`config.mk`:
```
export PLATFORM = sky130hd
export DESIGN_NAME = io_bank_mmio
export DESIGN_NICKNAME = d
export VERILOG_FILES = /design/src/rtl/io_bank_pkg.sv /design/src/rtl/io_sync_edge.sv /design/src/rtl/io_bank_mmio.sv
export SDC_FILE = /design/constraint.sdc
export NUM_CORES = 1
export LEC_CHECK = 0
export CELL_PAD_IN_SITES_DETAIL_PLACEMENT = 1
export CELL_PAD_IN_SITES_GLOBAL_PLACEMENT = 2
export CORE_ASPECT_RATIO = 1.1
export CORE_MARGIN = 1
export CORE_UTILIZATION = 14
export DETAILED_ROUTE_END_ITERATION = 12
export PLACE_DENSITY_LB_ADDON = 0.3
export SETUP_SLACK_MARGIN = 0.1
export SLEW_MARGIN = 20
export SYNTH_ARGS = -nofsm -noshare
export SYNTH_HDL_FRONTEND = slang
export SYNTH_SLANG_ARGS = --single-unit
```
`constraint.sdc`:
```
create_clock -name clk -period 2.6 [get_ports clk]
set_input_delay 0.52 -clock clk [delete_from_list [all_inputs] [get_ports clk]]
set_output_delay 0.52 -clock clk [all_outputs]
set_load 0.05 [all_outputs]
```
`src/rtl/io_bank_pkg.sv`:
```
// io_bank_pkg: register offsets, register-select enum and decode helper
// shared by the io_bank_mmio top and its sub-module.
package io_bank_pkg;

    localparam logic [4:0] IO_OFS_IN   = 5'h00;
    localparam logic [4:0] IO_OFS_OUT  = 5'h04;
    localparam logic [4:0] IO_OFS_SET  = 5'h08;
    localparam logic [4:0] IO_OFS_CLR  = 5'h0C;
    localparam logic [4:0] IO_OFS_EDGE = 5'h10;
    localparam logic [4:0] IO_OFS_MASK = 5'h14;
    localparam logic [4:0] IO_OFS_POL  = 5'h18;

    localparam logic [31:0] IO_POL_RESET = 32'hFFFF_FFFF;

    typedef enum logic [2:0] {
        IO_REG_IN,
        IO_REG_OUT,
        IO_REG_SET,
        IO_REG_CLR,
        IO_REG_EDGE,
        IO_REG_MASK,
        IO_REG_POL,
        IO_REG_NONE
    } io_reg_e;

    // ofs is the word-aligned distance from BASE_ADDR; negative wraps high.
    function automatic io_reg_e io_decode(
        input logic [31:0] ofs,
        input logic        edge_en
    );
        io_reg_e sel;
        sel = IO_REG_NONE;
        if (ofs[31:5] == '0) begin
            case (ofs[4:0])
                IO_OFS_IN:   sel = IO_REG_IN;
                IO_OFS_OUT:  sel = IO_REG_OUT;
                IO_OFS_SET:  sel = IO_REG_SET;
                IO_OFS_CLR:  sel = IO_REG_CLR;
                IO_OFS_EDGE: if (edge_en) sel = IO_REG_EDGE;
                IO_OFS_MASK: if (edge_en) sel = IO_REG_MASK;
                IO_OFS_POL:  if (edge_en) sel = IO_REG_POL;
                default:     sel = IO_REG_NONE;
            endcase
        end
        return sel;
    endfunction

endpackage

```
`src/rtl/io_sync_edge.sv`:
```
// io_sync_edge: input synchronizer chain plus, when IO_BANK_EDGE_IRQ_EN is
// defined, the prev/primed tracking and polarity-qualified edge pulses.
module io_sync_edge
    import io_bank_pkg::*;
#(
    parameter int W      = 8,
    parameter int STAGES = 2
) (
    input  logic         clk,
    input  logic         reset,
    input  logic [W-1:0] i_in,
    input  logic [W-1:0] i_pol,
    output logic [W-1:0] o_sync,
    output logic [W-1:0] o_edge
);

    logic [STAGES-1:0][W-1:0] r_sync;

    always_ff @(posedge clk) begin
        if (reset) begin
            r_sync <= '0;
        end else begin
            r_sync <= {r_sync[STAGES-2:0], i_in};
        end
    end

    assign o_sync = r_sync[STAGES-1];

`ifdef IO_BANK_EDGE_IRQ_EN
    logic [W-1:0] r_prev;
    logic [2:0]   r_cnt;
    logic         r_primed;
    logic [W-1:0] w_rise;
    logic [W-1:0] w_fall;

    // primed rises once the reset zeros have drained out of chain and prev
    always_ff @(posedge clk) begin
        if (reset) begin
            r_prev   <= '0;
            r_cnt    <= '0;
            r_primed <= 1'b0;
        end else begin
            r_prev <= o_sync;
            if (!r_primed) begin
                r_cnt    <= r_cnt + 3'd1;
                r_primed <= (r_cnt == 3'(STAGES));
            end
        end
    end

    assign w_rise = o_sync & ~r_prev;
    assign w_fall = ~o_sync & r_prev;
    assign o_edge = r_primed ? ((i_pol & w_rise) | (~i_pol & w_fall)) : '0;
`else
    logic w_unused_pol;
    assign w_unused_pol = ^i_pol;
    assign o_edge       = '0;
`endif

endmodule

```
`src/rtl/io_bank_mmio.sv`:
```
// io_bank_mmio: memory-mapped switch/LED bank with set/clear output port.
// Edge capture, mask, polarity and irq exist only with IO_BANK_EDGE_IRQ_EN.
module io_bank_mmio
    import io_bank_pkg::*;
#(
    parameter logic [31:0] BASE_ADDR   = 32'h4,
    parameter int          IN_W        = 8,
    parameter int          OUT_W       = 8,
    parameter int          SYNC_STAGES = 2
) (
    input  logic             clk,
    input  logic             reset,
    input  logic [31:0]      addr,
    input  logic             we,
    input  logic [31:0]      wdata,
    output logic [31:0]      rdata,
    output logic             hit,
    input  logic [IN_W-1:0]  io_in,
    output logic [OUT_W-1:0] io_out,
    output logic             irq
);

`ifdef IO_BANK_EDGE_IRQ_EN
    localparam logic EDGE_EN = 1'b1;
`else
    localparam logic EDGE_EN = 1'b0;
`endif

    logic [31:0]      w_ofs;
    io_reg_e          w_sel;
    logic             w_wr_out;
    logic             w_wr_set;
    logic             w_wr_clr;
    logic             w_wr_edge;
    logic             w_wr_mask;
    logic             w_wr_pol;
    logic [OUT_W-1:0] w_wd_out;
    logic [IN_W-1:0]  w_wd_in;
    logic [IN_W-1:0]  w_in;
    logic [IN_W-1:0]  w_edge;
    logic [IN_W-1:0]  w_pol;
    logic [IN_W-1:0]  w_edge_rd;
    logic [IN_W-1:0]  w_mask_rd;
    logic [IN_W-1:0]  w_pol_rd;
    logic [OUT_W-1:0] r_out;
    logic             w_unused;

    assign w_ofs = {addr[31:2], 2'b00} - BASE_ADDR;
    assign w_sel = io_decode(w_ofs, EDGE_EN);
    assign hit   = (w_sel != IO_REG_NONE);

    assign w_wr_out  = we && (w_sel == IO_REG_OUT);
    assign w_wr_set  = we && (w_sel == IO_REG_SET);
    assign w_wr_clr  = we && (w_sel == IO_REG_CLR);
    assign w_wr_edge = we && (w_sel == IO_REG_EDGE);
    assign w_wr_mask = we && (w_sel == IO_REG_MASK);
    assign w_wr_pol  = we && (w_sel == IO_REG_POL);

    assign w_wd_out = wdata[OUT_W-1:0];
    assign w_wd_in  = wdata[IN_W-1:0];

    io_sync_edge #(
        .W      (IN_W),
        .STAGES (SYNC_STAGES)
    ) u_sync_edge (
        .clk    (clk),
        .reset  (reset),
        .i_in   (io_in),
        .i_pol  (w_pol),
        .o_sync (w_in),
        .o_edge (w_edge)
    );

    always_ff @(posedge clk) begin
        if (reset) begin
            r_out <= '0;
        end else if (w_wr_out) begin
            r_out <= w_wd_out;
        end else if (w_wr_set) begin
            r_out <= r_out | w_wd_out;
        end else if (w_wr_clr) begin
            r_out <= r_out & ~w_wd_out;
        end
    end

    assign io_out = r_out;

`ifdef IO_BANK_EDGE_IRQ_EN
    logic [IN_W-1:0] r_edge;
    logic [IN_W-1:0] r_mask;
    logic [IN_W-1:0] r_pol;
    logic            r_irq;
    logic [IN_W-1:0] w_w1c;

    assign w_w1c = w_wr_edge ? w_wd_in : '0;

    // OR-ing the new pulses after the clear lets a same-cycle edge survive W1C
    always_ff @(posedge clk) begin
        if (reset) begin
            r_edge <= '0;
            r_mask <= '0;
            r_pol  <= IO_POL_RESET[IN_W-1:0];
            r_irq  <= 1'b0;
        end else begin
            r_edge <= (r_edge & ~w_w1c) | w_edge;
            r_irq  <= |(r_edge & r_mask);
            if (w_wr_mask) r_mask <= w_wd_in;
            if (w_wr_pol)  r_pol  <= w_wd_in;
        end
    end

    assign w_pol     = r_pol;
    assign w_edge_rd = r_edge;
    assign w_mask_rd = r_mask;
    assign w_pol_rd  = r_pol;
    assign irq       = r_irq;
    assign w_unused  = ^{addr[1:0], wdata};
`else
    assign w_pol     = IO_POL_RESET[IN_W-1:0];
    assign w_edge_rd = '0;
    assign w_mask_rd = '0;
    assign w_pol_rd  = '0;
    assign irq       = 1'b0;
    assign w_unused  = ^{addr[1:0], wdata, w_edge, w_wr_edge,
                         w_wr_mask, w_wr_pol};
`endif

    always_comb begin
        rdata = '0;
        case (w_sel)
            IO_REG_IN:   rdata = 32'(w_in);
            IO_REG_OUT:  rdata = 32'(r_out);
            IO_REG_SET:  rdata = 32'(r_out);
            IO_REG_CLR:  rdata = 32'(r_out);
            IO_REG_EDGE: rdata = 32'(w_edge_rd);
            IO_REG_MASK: rdata = 32'(w_mask_rd);
            IO_REG_POL:  rdata = 32'(w_pol_rd);
            default:     rdata = '0;
        endcase
    end

endmodule
```
== Word-level counts from Yosys, hierarchy flattened ==
Index checks and enable logic that the tools add are counted.

* Output and inout port bits: 42
* Register bits: 24

* Bitwise logic cells: 3
* Add/sub/neg operators: 1
* Equal/unequal tests: 7
* Multiplexer cells: 6
* Reductions and logical operators: 8

{| class="wikitable"
|+ Operator list
! operator !! count
|-
| 32-bit by 3-bit subtractor with 32-bit output (second input constant) || 1
|-
| 27-bit zero test || 1
|-
| 8-bit two-way mux || 3
|-
| 8-bit one-hot mux with 2 select lines || 1
|-
| 3-bit one-hot mux with 4 select lines || 1
|-
| 5-bit by 4-bit equality test with 1-bit output (second input constant) || 2
|-
| 8-bit AND || 1
|-
| 8-bit inverter || 1
|-
| 8-bit bitwise OR || 1
|-
| 3-bit by 2-bit equality test with 1-bit output (second input constant) || 2
|-
| 5-bit by 3-bit equality test with 1-bit output (second input constant) || 1
|-
| 5-bit zero test || 1
|-
| 3-bit by 1-bit equality test with 1-bit output (second input constant) || 1
|-
| 1-bit logical AND || 3
|-
| 3-bit zero test || 1
|-
| 3-bit two-way mux || 1
|-
| 3-bit != test (second input constant) || 1
|-
| 3-bit nonzero test || 1
|-
| 3-bit OR reduction || 1
|}

== Longest topological paths before layout ==
* Depth in word-level cells: 9
* Gate-level depth with buffers: 8
* Mapped depth without buffers: 8

== By module ==
From an unflattened synthesis, not the netlist that was laid out.

* Cells, all modules: 180
* Area total of the unflattened synthesis: 1,632.8 µm²

{| class="wikitable"
|+ Modules (own cells, without submodules)
! module !! seq. area each (µm²) !! instances !! cells an instance !! area an instance (µm²)
|-
| io_bank_mmio || 160.2 || 1 || 130 || 1,044.8
|-
| io_sync_edge || 320.3 || 1 || 50 || 588.1
|}

== Least setup slack after synthesis ==
OpenSTA, ideal clock, no wires.

* Path kind: in2out
* Start point: in addr[5]
* End point: out hit
* Setup slack: -705 ps
* Buffers on the path: 1
* Stages: 6
* Arrival time: 2,785 ps
* Path through: or4_4 -> o21ai_1 -> or3b_4 -> a221o_2 -> clkbuf_1 -> nor2_1

* Cells in the longest elaborated chain, start to end: 4

{| class="wikitable"
|+ RTL lines
! element !! line !! text
|-
| start, declared || io_bank_mmio.sv:13 || <nowiki>input logic [31:0] addr,</nowiki>
|-
| 32-bit by 3-bit subtractor with 32-bit output || io_bank_mmio.sv:48 || <nowiki>assign w_ofs = {addr[31:2], 2'b00} - BASE_ADDR;</nowiki>
|-
| 27-bit zero test || io_bank_pkg.sv:33 || <nowiki>if (ofs[31:5] == '0) begin</nowiki>
|-
| 3-bit two-way mux || io_bank_pkg.sv:33 ||
|-
| 3-bit != test || io_bank_mmio.sv:50 || <nowiki>assign hit = (w_sel != IO_REG_NONE);</nowiki>
|-
| end, declared || io_bank_mmio.sv:17 || <nowiki>output logic hit,</nowiki>
|}

Every way passes these cells.

== Final worst setup path ==
* Start point: in addr[4]
* End point: out rdata[1]

* Cells in the longest elaborated chain, start to end: 7
* Elaborated cells between the ends (all ways): 14

{| class="wikitable"
|+ RTL lines
! element !! line !! text
|-
| 32-bit by 3-bit subtractor with 32-bit output * || io_bank_mmio.sv:48 ||
|-
| 5-bit by 4-bit equality test with 1-bit output (tied with other cells) || io_bank_pkg.sv:34 || <nowiki>case (ofs[4:0])</nowiki>
|-
| 3-bit one-hot mux with 4 select lines || io_bank_pkg.sv:34 ||
|-
| 3-bit two-way mux * || io_bank_pkg.sv:33 ||
|-
| 3-bit by 1-bit equality test with 1-bit output / 3-bit by 2-bit equality test with 1-bit output (equally long branches) || io_bank_mmio.sv:130 || <nowiki>case (w_sel)</nowiki>
|-
| 3-bit OR reduction (no line) || -- ||
|-
| 8-bit one-hot mux with 2 select lines * || io_bank_mmio.sv:130 ||
|-
| end, declared || io_bank_mmio.sv:16 || <nowiki>output logic [31:0] rdata,</nowiki>
|}

Every way passes the cells marked *; elsewhere a longest branch is shown, timed or not.

==> impl_metrics.yaml <==
timing:
  report.final.hold_viol_count: 0
  slew_violations: 0
  worst_pin_slew_ps: 607
  worst_slack_ps: -406
  slew_headroom: 0.595
  fin_hold_ws_ps: 442
  finalSetupViolations: 16
  rsz0062_at_grt: "yes"
  period_share: 1.16
  max_clock_freq_mhz: 333
  layout_min_cycle_time_ps: 3010
  fin_skew_ps: 0.245
drt:
  dr_total_vias: 1431
  routed_wl_mm: 4.65
  drt_iter0_drc: 37
  via_per_inst: 3.88
  routedWlPerCell_um: 12.6
  drt_pass1_iterations: 6
  ant_nets: 0
  drc_errors: 0
logic_synthesis:
  syn_inst: 157
  ys_ff_latch: 24
  synth-compound-area-share: 0.221
  netlist_area_mm2: 0.00139
  synth_top_family_by_area: "simple AND/OR/NAND/NOR gates"
  synthMuxAreaShare: 0
  ys_types: 34
  synth-async-reset-ratio: 0
  synth_fa_ha_area_frac: 0.00903
  synth-xor-area-share: 0
  yosysSeqAreaShare: 0.347
  synth-edff-count: 0
  syn_area_per_cell_um2: 8.83
  yosysWarnings: 0
  yosys.area_share.simple: 0.255
  synth_ff_type: "dfxtp_1"
grt:
  use_met3: 0.0217
  grt_pass1_wl_mm: 7.78
  grtUsageTotal: 0.0931
  use_met1: 0.116
  antenna_found_initial: 0
  top_usage_layer: "met2"
  use_met2: 0.164
  grt_pass1_vias: 1504
  grt-ovfl-total: 0
  grt_max_degree: 26
placement:
  dp_hpwl_mm: 3.54
  place_inst: 361
  routabilityCongestion: 0.678
  portBuffers: 65
  pre_cts_ws_ps: -723
clock_network:
  root_buffer: "clkbuf_8"
  worstSkewPairLatency_ps: 270
  path_clk_slew_ps: 80
  cts_max_path_buffers: 2
  clock_sinks: 24
  cts_tree: "built"
  cts_buffers: 3
  h-tree-depth: 1
setup_path:
  worstPathCellList: "buf_6 > or4_4 > o21ai_2 > or3b_4 > a221o_2 > clkbuf_16 > nor2_4 > buf_12"
  cp_slowest_cell: "or4_4"
  path_max_fanout: 4
  start_kind: "input port"
  cp.required_ps: 2080
  path_class: "in -> out"
  slowest_delay_ps: 540
  end_kind: "output port"
  cp_top_family: "simple AND/OR/NAND/NOR gates"
  crit_arrival_ps: 2490
  path_buf_inv: 3
  crit_start: "addr[4]"
status:
  status: "complete, but fails checks"
  failed_checks: "negative setup slack"
power:
  power.density_mw_per_mm2: 363
  finalPower_mw: 0.956
  ir_drop_uv: 250
  power_leakage_nw: 1.06
floorplan:
  fp.dieH_um: 106
  core_mm2: 0.00949
  die_w_um: 96.9
  row_count: 37
  initial_core_util: 0.146
  dieArea_mm2: 0.0103
  pin_count: 117
finish:
  final_cell_mix: "clkdlybuf4s50_1, buf_4, conb_1, dfxtp_1, nor2b_1"
  drive_above_1_share: 0.325
  n_antenna_cell: 0
  layout.nets: 329
  syn_to_final_growth_pct: 89.9
  layout_commonest_cell: "clkdlybuf4s50_1"
  stdcell_count: 369
worst_hold_path:
  hold_path_class: "reg -> reg"
  hp-start: "u_sync_edge.r_sync[5]"
job:
  cap_violations: 0
[report_power, final]
part	leakage, nW	switching [mW]	internal, mW
combinational	0.825	0.145	0.104
sequential	0.197	0.00217	0.379
clock	0.0357	0.121	0.206
total	1.06	0.268	0.688
[metal layers]
metal	part of all wire	vias to the layer above
li1	-	707
met1	0.43	666
met2	0.50	56
met3	0.069	2
met4	0.0028	0
met5	0	-
[layout make-up]
type	count	area, um2
timing repair buffer	99	1020
clock buffer	3	41.3
fill	1093	6860
inverter	2	7.51
multi-input combinational	123	908
clock inverter	1	30.0
tap	117	146
sequential	24	480
[Yosys cell counts (2+ instances only)]
cell       n  area (um2)
nor3_1     4        20.0
or4_1      2        15.0
o21a_1     8        60.1
clkbuf_1   4        15.0
a221o_1    8        80.1
inv_1      2        7.51
nor2_1    14        52.6
nor4_1     2        12.5
a22oi_1    8        60.1
and3_1     9        56.3
buf_1      2        7.51
or3_1      2        12.5
dfxtp_1   24         480
buf_4     25         188
nand2_1    2        7.51
nor2b_1   16         100
a21oi_1    8        40.0
[worst reg2reg max path, cell delays in order, from the launching register on]
cell and delay [ps]:
dfxtp_1 360, and3_1 160, a221o_1 250
[logic make-up (layout without fill, tap and decap cells)]
family | Yosys count | count (layout)
AND/OR/NAND/NOR | 59 | 59
buffers and inverters | 34 | 105
other | 1 | 25
flip-flops | 24 | 24
adder cells (fa/ha/maj) | 1 | 1
AO/OA/AOI/OAI | 38 | 38
[repair_timing]
item | CTS | global route
cloned | 1 | 0
buffers inserted | 9 | 1
setup endpoints to repair | 17 | 17
pin swaps | 14 | 16
endpoints found under the hold margin | 0 | 0
gates resized for setup | 44 | 13
hold buffers | 0 | 0
[per-stage QoR]
step | instance area, um2 | utilization | TNS [ps]
final | 2630 | 0.277 | -3710
after global routing | 2630 | 0.277 | -5110
after detailed placement | 2450 | 0.258 | -10770
after CTS | 2610 | 0.275 | -6340
after global placement | 2450 | 0.258 | -10470
after floorplan | 1570 | - | -2600
[worst paths after layout]
check | end | slack [ps] | cells after the start
max | rdata[1] | -410 | 8
min | u_sync_edge.o_sync[5] | 440 | 1
min reg2reg | u_sync_edge.o_sync[5] | 440 | 1
max reg2reg | flip-flop | 1730 | 2
Power figures use the tool's default switching activity.
==> RTL edit 1: new RTL, same flow settings <==
Set the parameter `OUT_W` to 7 (it was 8).
--- a/src/rtl/io_bank_mmio.sv
+++ b/src/rtl/io_bank_mmio.sv
@@ -5,7 +5,7 @@
 #(
     parameter logic [31:0] BASE_ADDR   = 32'h4,
     parameter int          IN_W        = 8,
-    parameter int          OUT_W       = 8,
+    parameter int          OUT_W       = 7,
     parameter int          SYNC_STAGES = 2
 ) (
     input  logic             clk,
Ports: changed (resized io_out); port bits go from 117 to 116. The function was not compared with the original's and may differ.
==> RTL edit 1 against the original RTL <==
Non-clock buffer count is 3 lower; utilization is 0.62 points lower; total power up 2.2%; setup slack improved by 0.050 ns; wire length up 12%; the run still ends with negative setup slack left; highest routed layer unchanged; design area rose by 6.6%; synthesized area rose by 7.4%; via count up 8.4%; sequential cell count shrank 1.
==> RTL edit 1: results (changes against the original RTL) <==
| Metric | Value |
|---|---|
| Placed cell count | 405 (was 361) |
| DR pass1 iterations | 3 (was 6) |
| Failing checks | negative setup slack (unchanged) |
| Clk_lat worst skew | 0.25 ns (was 0.27 ns) |
| GR Util met3 | 2.21% (was 2.17%) |
| Status | complete, but fails checks (unchanged) |
| Leak | 1.09 nW (was 1.06 nW) |
| Seq/Total Area, Yosys | 30.9% (was 34.7%) |
| Synth Area in XOR/XNOR | 0.588% (was 0%) |
| Worst path top cell family by delay | simple AND/OR/NAND/NOR gates (unchanged) |
| GR Util met2 | 17.0% (was 16.4%) |
| Vias in the first global route | 1,628 (was 1,504) |
| Post-synthesis adder-cell area fraction | 0.840% (was 0.903%) |
| Critical path arrival | 2.44 ns (was 2.49 ns) |
| Clock root cell | clkbuf_16 (was clkbuf_8) |
| Worst setup margin | -0.355 ns (was -0.406 ns) |
| Most frequent cells after synthesis | 25 x buf_4, 23 x dfxtp_1, 16 x nand2_1, 16 x nor2b_1, 15 x nor2_1 (was 25 x buf_4, 24 x dfxtp_1, 16 x nor2b_1, 14 x nor2_1, 9 x and3_1) |
| First-pass GRT wire length | 7990 um (was 7780 um) |
| HPWL Detailed | 4060 um (was 3540 um) |
| Port bufs | 63 (was 65) |
| Post-synthesis average cell area | 8.27 um^2 (was 8.83 um^2) |
| Switch share | 29.3% (was 28.0%) |
| Number of fill cells | 1,227 (was 1,093) |
| Tot GR Track Use | 9.31% (about the same) |
| Initial antenna violation count | 0 (unchanged) |
| Initial drt markers | 33 (was 37) |
| DR vias/cell | 3.76 (was 3.88) |
| Clock transition at path regs | 0.06 ns (was 0.08 ns) |
| Peak supply drop | 0.000200 V (was 0.000250 V) |
| Share of cells above drive strength 1 | 30.0% (was 32.5%) |
| Pre-CTS setup slack | -0.718 ns (was -0.723 ns) |
| Clock buffer depth | 2 (unchanged) |
| Routed wire length | 5180 um (was 4650 um) |
| Routability cong. | 0.690 (was 0.678) |
| Compound-cell area share of the yosys netlist | 18.1% (was 22.1%) |
| Routed WL per cell | 12.6 um (about the same) |
| Met1 GRT Util | 11.2% (was 11.6%) |
| Leading post-synthesis cells by cell area | dfxtp_1 31%, buf_4 13%, nor2b_1 6.7%, nand4b_1 4.1%, o41ai_1 4.1% (was dfxtp_1 35%, buf_4 14%, nor2b_1 7.2%, a221o_1 5.8%, a22oi_1 4.3%) |
| Netlist cell types | 39 (was 34) |
| Largest net degree at the start of global routing | 24 (was 26) |
| Worst path max stage delay | 0.57 ns (was 0.54 ns) |
| Clk_skew | 0.00175 ns (was 0.000245 ns) |
| Worst-Margin Slew | 0.866 ns (was 0.607 ns) |
| CP max stage cell | or4_4 (unchanged) |
| Final Setup Violations | 9 (was 16) |
| Nets@finish | 347 (was 329) |
| CTS buffer count | 3 (unchanged) |
RTL edit 1: cell count changes in the layout (fill, tap and decap cells not counted), sizes merged, moves of 3 or more:
cell	before	now
clkdlybuf4s50	40	37
nor4	2	6
o21a	8	1
nand4	1	9
and3	9	2
o211ai	1	7
nand2	2	16
dlymetal6s2s	1	11
o41ai	0	7
nand4b	0	7
clkdlybuf4s15	6	0
a221o	9	0
RTL edit 1: kinds of logic (layout without fill, tap and decap cells):
family	count (synthesis)	in the layout
buffers and inverters	36	101
adders and majority gates	1	1
and+or+nand+nor	83	84
xor gates and xnor gates	1	1
DFF	23	23
AOI/OAI and AO/OA	35	35
other	1	25
RTL edit 1: final cells by class:
type	count	share of cell area, %
clock inverters	1	0.178
multi-input cells	146	38.5
flip-flops and latches	23	16.4
clock buffers	3	2.68
well taps	143	6.38
repair buffers	96	35.7
inverters	1	0.134
RTL edit 1: power by group through the flow:
stage / clock [W] / combinational [W] / sequential, W
4_1_cts: 0.000334 / 0.000285 / 0.000366
2_1_floorplan: 0 / 0.000179 / 0.000373
5_1_grt: 0.000352 / 0.000309 / 0.000367
6_report: 0.000323 / 0.000288 / 0.000366
3_5_place_dp: 0 / 0.000279 / 0.000374
3_3_place_gp: 0 / 0.000278 / 0.000374
RTL edit 1: per-stage QoR:
step | setup TNS [ns] | area [um^2]
floorplan | -1.96 | 1690
global placement | -9.72 | 2580
detailed placement | -10.10 | 2580
CTS | -3.26 | 2710
global route | -3.29 | 2810
finish | -2.77 | 2810
RTL edit 1: timing repair:
item	in CTS	in global routing
gates resized for setup	27	24
hold endpoints to repair	0	0
gates cloned	1	0
endpoints found under the setup margin	16	10
pin swaps	8	16
buffers inserted	1	2
RTL edit 1: worst paths after layout:
| check | startpoint | end | slack, ns |
|---|---|---|---|
| max | addr[2] | rdata[4] | -0.36 |
| min | u_sync_edge.r_sync[2] | u_sync_edge.o_sync[2] | 0.44 |
| max reg2reg | register | register | 1.94 |
| min reg2reg | u_sync_edge.r_sync[2] | u_sync_edge.o_sync[2] | 0.44 |
RTL edit 1: per-layer routing:
metal,wire length (um),up-vias,part of all wire [%]
met2,2680,38,52
met4,11,0,0.21
li1,-,799,-
met3,266,2,5.1
met5,0,-,0
met1,2230,712,43
==> RTL edit 2: new RTL, same flow settings <==
Made on the original files. Register the inputs `we` and `io_in` before use, without a reset. The logic sees them one clock later. The other inputs are not delayed to match.
--- a/src/rtl/io_bank_mmio.sv
+++ b/src/rtl/io_bank_mmio.sv
@@ -19,6 +19,14 @@
     output logic [OUT_W-1:0] io_out,
     output logic             irq
 );
+
+    logic we_q;
+    logic [IN_W-1:0] io_q;
+
+    always_ff @(posedge clk) begin
+        we_q <= we;
+        io_q <= io_in;
+    end
 
 `ifdef IO_BANK_EDGE_IRQ_EN
     localparam logic EDGE_EN = 1'b1;
@@ -49,12 +57,12 @@
     assign w_sel = io_decode(w_ofs, EDGE_EN);
     assign hit   = (w_sel != IO_REG_NONE);
 
-    assign w_wr_out  = we && (w_sel == IO_REG_OUT);
-    assign w_wr_set  = we && (w_sel == IO_REG_SET);
-    assign w_wr_clr  = we && (w_sel == IO_REG_CLR);
-    assign w_wr_edge = we && (w_sel == IO_REG_EDGE);
-    assign w_wr_mask = we && (w_sel == IO_REG_MASK);
-    assign w_wr_pol  = we && (w_sel == IO_REG_POL);
+    assign w_wr_out  = we_q && (w_sel == IO_REG_OUT);
+    assign w_wr_set  = we_q && (w_sel == IO_REG_SET);
+    assign w_wr_clr  = we_q && (w_sel == IO_REG_CLR);
+    assign w_wr_edge = we_q && (w_sel == IO_REG_EDGE);
+    assign w_wr_mask = we_q && (w_sel == IO_REG_MASK);
+    assign w_wr_pol  = we_q && (w_sel == IO_REG_POL);
 
     assign w_wd_out = wdata[OUT_W-1:0];
     assign w_wd_in  = wdata[IN_W-1:0];
@@ -65,7 +73,7 @@
     ) u_sync_edge (
         .clk    (clk),
         .reset  (reset),
-        .i_in   (io_in),
+        .i_in   (io_q),
         .i_pol  (w_pol),
         .o_sync (w_in),
         .o_edge (w_edge)
Behaviour: not the same (a bounded check fails within 4 cycles, from zero or initial values and one cycle with reset high).
==> RTL edit 2 against the original RTL <==
The flow still finishes with violations (negative setup slack); first-iteration DRC count increased by 32%; design area up 11%; total power grew 53%; sequential cell count grew 9; clock power grew 110%; sequential power up 39%; wire length is 9.6% higher; register-to-register slack got worse by 0.36 ns; synthesized area up 13%; setup slack worse by 0.036 ns; critical path type unchanged; largest cell class unchanged.
==> RTL edit 2: results (changes against the original RTL) <==
| Metric | Value |
|---|---|
| Number of fill cells | 1,282 (was 1,093) |
| Total Neg Setup Slack | -3.94 ns (was -3.71 ns) |
| Port bufs | 65 (unchanged) |
| Critical path arrival | 2.52 ns (was 2.49 ns) |
| Routability cong. | 0.675 (was 0.678) |
| CP max stage cell | or4_4 (unchanged) |
| Max_cap viols | 0 (unchanged) |
| Failing checks | negative setup slack (unchanged) |
| DR pass1 iterations | 6 (unchanged) |
| Tot GR Track Use | 8.93% (was 9.31%) |
| Vias in the first global route | 1,583 (was 1,504) |
| Peak supply drop | 0.000277 V (was 0.000250 V) |
| CTS buffer count | 5 (was 3) |
| Share of cells above drive strength 1 | 32.7% (was 32.5%) |
| Netlist cell types | 34 (unchanged) |
| HPWL Detailed | 3960 um (was 3540 um) |
| Routed WL per cell | 12.3 um (was 12.6 um) |
| Seq/Total Area, Yosys | 42.2% (was 34.7%) |
| Max FO, Critical Path | 4 (unchanged) |
| Worst setup margin | -0.442 ns (was -0.406 ns) |
| Pre-CTS setup slack | -0.757 ns (was -0.723 ns) |
| Leading post-synthesis cells by cell area | dfxtp_1 42%, buf_4 12%, nor2b_1 6.4%, a221o_1 5.1%, a22oi_1 3.8% (was dfxtp_1 35%, buf_4 14%, nor2b_1 7.2%, a221o_1 5.8%, a22oi_1 4.3%) |
| Yosys warnings | 0 (unchanged) |
| Clock transition at path regs | 0.06 ns (was 0.08 ns) |
| Rel. slew slack | 55.0% (was 59.5%) |
| Initial antenna violation count | 0 (unchanged) |
| Most frequent cells after synthesis | 33 x dfxtp_1, 25 x buf_4, 16 x nor2b_1, 14 x nor2_1, 9 x and3_1 (was 25 x buf_4, 24 x dfxtp_1, 16 x nor2b_1, 14 x nor2_1, 9 x and3_1) |
| Initial drt markers | 49 (was 37) |
| Clk_skew | 0.00525 ns (was 0.000245 ns) |
| H-Tree Depth | 2 (was 1) |
| Final Setup Violations | 9 (was 16) |
| Clock root cell | clkbuf_16 (was clkbuf_8) |
| Clock buffer depth | 2 (unchanged) |
| Via count | 1,521 (was 1,431) |
| Leak | 1.18 nW (was 1.06 nW) |
| Nets@finish | 341 (was 329) |
| First-pass GRT wire length | 7850 um (was 7780 um) |
| Status | complete, but fails checks (unchanged) |
==> RTL edit 2: logic make-up (layout without fill, tap and decap cells) <==
logic type | count (synthesis) | count (layout) | share of synthesized area [%]
simple gates | 59 | 59 | 22.6
other cells | 1 | 25 | 0.239
fa+ha+maj | 1 | 1 | 0.799
compound gates | 38 | 38 | 19.6
flops | 33 | 33 | 42.2
buf+inv | 34 | 110 | 14.6
==> RTL edit 2: metal layers <==
layer  up-vias  wire (um)  GRT usage (%)
li1        742          -              -
met1       708       2230           10.8
met2        65       2310           15.0
met3         6        493           2.72
met4         0         63           2.82
met5         -          0              0
==> RTL edit 2: final cells by class <==
class / instances / area share, %
clock buffer: 7 / 4.87
clock inverter: 1 / 1.03
inverter: 2 / 0.257
multi-input combinational: 123 / 30.5
sequential: 33 / 22.6
tap: 147 / 6.28
timing repair buffer: 100 / 34.5
==> RTL edit 2: critical path, delay by kind of cell <==
kind	cells	cell delay, ns
compound gates	2	0.54
simple gates	3	1.04
buf+inv	3	0.41
==> RTL edit 2: worst paths after layout <==
| path | end | cells after the start | slack (ns) | start |
|---|---|---|---|---|
| max | rdata[0] | 8 | -0.44 | addr[2] |
| min reg2reg | u_sync_edge.o_sync[6] | 1 | 0.44 | u_sync_edge.r_sync[6] |
| min | u_sync_edge.o_sync[6] | 1 | 0.44 | u_sync_edge.r_sync[6] |
| max reg2reg | register | 3 | 1.37 | we_q |
==> RTL edit 2: report_power, final <==
group | internal (W) | switching, W | total, W
Clock | 0.000478 | 0.000210 | 0.000688
Sequential | 0.000525 | 0.00000589 | 0.000531
Combinational | 0.000102 | 0.000142 | 0.000244
Total | 0.00111 | 0.000358 | 0.00146
==> RTL edit 2: per-stage QoR <==
| step | area, um^2 | instances | hold slack (ns) |
|---|---|---|---|
| global placement | 2680 | 402 | 0.419 |
| CTS | 2890 | 412 | 0.438 |
| floorplan | 1750 | 190 | 0.414 |
| detailed placement | 2680 | 402 | 0.425 |
| global route | 2930 | 413 | 0.445 |
| finish | 2930 | 413 | 0.435 |
==> RTL edit 2: what timing repair did <==
| action | in CTS | in global routing |
|---|---|---|
| pin swaps | 13 | 12 |
| gates resized for setup | 45 | 13 |
| buffers inserted | 2 | 1 |
| endpoints found under the setup margin | 17 | 17 |
| cloned | 1 | 0 |
